[src/rtl/traffic_demand_arbiter.sv]
// Debounces four vehicle-loop sensors into latched per-approach demand and offers
// one green phase at a time to the controller in round-robin order.
module traffic_demand_arbiter #(
  parameter int unsigned DEBOUNCE_CYCLES = 4,
  parameter int unsigned CNT_W           = 3
) (
  input  logic       clk,
  input  logic       rst,
  input  logic [3:0] sensor_in,
  input  logic       req_ready,
  input  logic       service_valid,
  input  logic [1:0] service_lane,
  output logic       req_valid,
  output logic [1:0] req_lane,
  output logic [3:0] demand,
  output logic       busy
);

  typedef enum logic [1:0] {StIdle, StOffer, StWaitDone} state_e;

  localparam logic [CNT_W-1:0] DebLast = CNT_W'(DEBOUNCE_CYCLES - 1);

  logic [3:0]       sync1_q, sync_q;
  logic [3:0]       deb_q, deb_d;
  logic [CNT_W-1:0] cnt_q [4];
  logic [CNT_W-1:0] cnt_d [4];
  logic [3:0]       demand_q, demand_d;
  logic [3:0]       rise, clr;

  state_e     state_q, state_d;
  logic [1:0] req_lane_q, req_lane_d;
  logic [1:0] last_grant_q, last_grant_d;
  logic [1:0] pick;
  logic       found;

  // Counter runs only while the synchronized level disagrees with the accepted one.
  always_comb begin
    deb_d = deb_q;
    rise  = '0;
    for (int i = 0; i < 4; i++) begin
      cnt_d[i] = '0;
      if (sync_q[i] != deb_q[i]) begin
        if (cnt_q[i] == DebLast) begin
          deb_d[i] = sync_q[i];
          rise[i]  = sync_q[i];
        end else begin
          cnt_d[i] = cnt_q[i] + CNT_W'(1);
        end
      end
    end
  end

  // A new rising edge outranks a same-cycle service clear.
  always_comb begin
    clr      = service_valid ? (4'b0001 << service_lane) : 4'b0000;
    demand_d = (demand_q & ~clr) | rise;
  end

  always_comb begin
    pick  = last_grant_q;
    found = 1'b0;
    for (int k = 1; k <= 4; k++) begin
      if (!found && demand_q[last_grant_q + 2'(k)]) begin
        pick  = last_grant_q + 2'(k);
        found = 1'b1;
      end
    end
  end

  always_comb begin
    state_d      = state_q;
    req_lane_d   = req_lane_q;
    last_grant_d = last_grant_q;
    unique case (state_q)
      StIdle: begin
        if (demand_q != 4'b0000) begin
          req_lane_d = pick;
          state_d    = StOffer;
        end
      end
      StOffer: begin
        if (req_ready) begin
          last_grant_d = req_lane_q;
          state_d      = StWaitDone;
        end
      end
      StWaitDone: begin
        if (service_valid && (service_lane == last_grant_q)) begin
          state_d = StIdle;
        end
      end
      default: state_d = StIdle;
    endcase
  end

  always_ff @(posedge clk or negedge rst) begin
    if (!rst) begin
      sync1_q      <= '0;
      sync_q       <= '0;
      deb_q        <= '0;
      demand_q     <= '0;
      state_q      <= StIdle;
      req_lane_q   <= 2'd0;
      last_grant_q <= 2'd3;
      for (int i = 0; i < 4; i++) begin
        cnt_q[i] <= '0;
      end
    end else begin
      sync1_q      <= sensor_in;
      sync_q       <= sync1_q;
      deb_q        <= deb_d;
      demand_q     <= demand_d;
      state_q      <= state_d;
      req_lane_q   <= req_lane_d;
      last_grant_q <= last_grant_d;
      for (int i = 0; i < 4; i++) begin
        cnt_q[i] <= cnt_d[i];
      end
    end
  end

  // Decoded from state so that reset drops the offer without waiting for a clock.
  assign req_valid = (state_q == StOffer);
  assign busy      = (state_q != StIdle);
  assign req_lane  = req_lane_q;
  assign demand    = demand_q;

endmodule

[config.mk]
export PLATFORM = sky130hd
export DESIGN_NAME = traffic_demand_arbiter
export DESIGN_NICKNAME = d
export VERILOG_FILES = /design/src/rtl/traffic_demand_arbiter.sv
export SDC_FILE = /design/constraint.sdc
export NUM_CORES = 1
export LEC_CHECK = 0
export ABC_AREA = 1
export BUFFER_PORTS_ARGS = -buffer_cell sky130_fd_sc_hd__buf_2
export CAP_MARGIN = 20
export CORE_UTILIZATION = 52
export CTS_CLUSTER_SIZE = 12
export DETAILED_ROUTE_END_ITERATION = 10
export PLACE_DENSITY_LB_ADDON = 0.2
export SYNTH_ARGS = -nofsm -noshare
export SYNTH_HDL_FRONTEND = slang
export SYNTH_SLANG_ARGS = --single-unit
export TNS_END_PERCENT = 30
[constraint.sdc]
create_clock -name clk -period 2.05 [get_ports clk]
set_input_delay 0.205 -clock clk [delete_from_list [all_inputs] [get_ports clk]]
set_output_delay 0.205 -clock clk [all_outputs]
set_load 0.03 [all_outputs]
==> run metrics <==
Core Rows 19; Worst Setup Start Kind flip-flop; TritonCTS Buffers 5; Clk Latency, worst-skew pair 320 ps; Least-Margin Pin Slew 736.6 ps; Final Skew 11.92 ps; Max Transition Viols Final 0; Setup violations, final 0; gr ovfl total 0; Synth cell types 28; Setup Total Neg Slack 0 ps; Root Driver clkbuf_4; #FFs+latches synth 34; Max Root-Sink Buffers 2; Reg clk slew, reported paths 100 ps; min Tclk post-route 1517 ps; R2R depth 11; H-Tree Depth 2; Resize count post-CTS 0; fin cells 212; Core Region 0.002734 sq mm; Leak 0.0008583 uW; DR iter-0 viols 42; gr usage total 19.21%; WL final 2.507 mm; min setup slack post-route 532.7 ps; Max Clock Freq 659.1 MHz; IO Pins 18; worst path arrival time 1740 ps; Synth warnings 0; Post-Syn Instances 154; post-DP HPWL 1.857 mm; Post-Place Setup Slack 530.5 ps; DRC 0; end of the worst hold path state_q[0]$_DFFE_PN0P_; Vias/cell 5.307; chip width 55.67 microns; period utilisation layout 74.02%; Avg Cell Area, Syn 9.725 sq um; Synth area leaders dfrtp_1, nand2_1, dfstp_2, ha_1, o21ai_0; r2r endpoint req_lane[0]$_DFFE_PN0P_; reg2reg start last_grant_q[0]$_DFFE_PN1P_; first-pass GRT wire length 4.443 mm; IO Port Bufs 17; pwr dens 1461 mW/mm^2; Worst Min Path Start req_ready; CTS tree yes; die height 55.67 microns; syn nets 168; detailed-route via count 1125; Crit path required time 2270 ps; die area 0.003099 sq mm; Initial DRT Pass Iterations 4; post-route antenna net violation count 0; max-cap viol count 0; Yosys top cell area share 53.47%; Initial Utilization 54.78%; initial antenna violation count 0; worst hold path cell count 2; vias in the first global route 1080; drt wl/cell 11.83 microns; CP max FO 10; RSZ-0062 raised after global routing no; clock sink count 34; largest net degree at the start of global routing 35; FF-to-FF setup slack 530 ps; post-synthesis sequential area ratio 56.98%; worst vdd rail ir drop 947.0 uV; Max-slew headroom 50.89%; Setup crit end kind flip-flop; commonest non-fill, non-tap cell in the layout nand2_1; hold crit path type in -> reg; worst hold slack 72.94 ps; gpl congestion 0.8755; Hold Violations, Final 0; synthesized cell area 0.001498 sq mm; placed cells 201; final core utilization 62.61%; largest area contributor in the netlist dfrtp_1; Area growth, synth to finish 14.29%; status finished, final reports clean; share of cells above drive strength 1 22.10%; Nets 196; Crit Path Category reg -> reg; most frequent cells in the layout nand2_1, dfrtp_1, buf_2; # diodes 0; filler cell count 232
## per-layer routing
layer / GRT usage, % / up-vias / wire, microns
li1: - / 561 / -
met1: 22.64 / 532 / 1138
met2: 30.29 / 25 / 1206
met3: 7.209 / 7 / 105
met4: 10.71 / 0 / 56
met5: 0 / - / 0
## worst max path at each step
stage / start / to / slack (ps) / cells past startpoint
floorplan: last_grant_q[0]$_DFFE_PN1P_ / req_lane[0]$_DFFE_PN0P_ / 670 / 12
global placement: last_grant_q[0]$_DFFE_PN1P_ / req_lane[0]$_DFFE_PN0P_ / 600 / 11
detailed placement: last_grant_q[0]$_DFFE_PN1P_ / req_lane[0]$_DFFE_PN0P_ / 530 / 11
CTS: last_grant_q[0]$_DFFE_PN1P_ / req_lane[0]$_DFFE_PN0P_ / 520 / 11
global route: last_grant_q[0]$_DFFE_PN1P_ / req_lane[0]$_DFFE_PN0P_ / 400 / 11
finish: last_grant_q[0]$_DFFE_PN1P_ / req_lane[0]$_DFFE_PN0P_ / 530 / 11
## metrics by stage
| stage | area, sq um | total power, uW |
|---|---|---|
| floorplan | 1498 | 1919 |
| global placement | 1610 | 2120 |
| detailed placement | 1610 | 2173 |
| CTS | 1712 | 2527 |
| global route | 1712 | 2709 |
| finish | 1712 | 2500 |
## report_power, final
group | switching [uW] | leakage (uW) | total, uW | internal, uW
logic | 703 | 0.000401 | 1100 | 394
registers | 179 | 0.000427 | 1060 | 884
clock network | 186 | 0.0000302 | 340 | 154
## area by class of cell
type | instances | area (sq um) | area share, %
Timing Repair Buffer | 22 | 135.1 | 7.895
Inverter | 12 | 52.55 | 3.070
Sequential cell | 34 | 853.3 | 49.85
Tap cell | 31 | 38.79 | 2.266
Clock buffer | 6 | 51.30 | 2.997
Multi-Input combinational cell | 107 | 580.6 | 33.92
## repair_timing
item / CTS / global route
hold buffers: 5 / 0
endpoints found under the hold margin: 36 / 0
setup buffers: 0 / 0
## sequential cells by signal, indices dropped and copies added, names as in the netlist
signal,count
cnt_q,12
deb_q,4
demand,4
sync1_q,4
sync_q,4
last_grant_q,2
req_lane,2
state_q,2
## cell usage after synthesis
cell / n
nand2_1: 39
dfrtp_1: 32
nor2_1: 13
o21ai_0: 10
inv_1: 9
nand2_2: 7
nand3_1: 5
a21oi_1: 4
ha_1: 4
nor3_1: 4
nor3b_1: 4
xnor2_1: 4
dfstp_2: 2
nand4_1: 2
o31ai_1: 2
buf_6: 1
inv_2: 1
inv_4: 1
inv_6: 1
nand2_4: 1
nand3_2: 1
nand3_4: 1
nor4_1: 1
o21ai_2: 1
o22ai_1: 1
o2bb2ai_1: 1
o311ai_0: 1
or2_2: 1
## cell families after synthesis
family	after synthesis	share of synthesized area, %
adders and majority gates	4	3.342
and+or+nand+nor	79	25.23
AOI/OAI and AO/OA	20	7.853
buffers and inverters	13	4.261
DFF	34	56.98
xor gates and xnor gates	4	2.339
## worst max-delay path: stages (launching register included)
cell     delay (ps)
dfstp_2         660
inv_6            70
nand2_1          80
nand2_2          70
nand2_2          90
nand2_4          60
inv_4            70
nand3_4          70
nand2_1          60
nand2_1          50
nand3_1          70
nand2_1          50
Power figures use the tool's default switching activity.
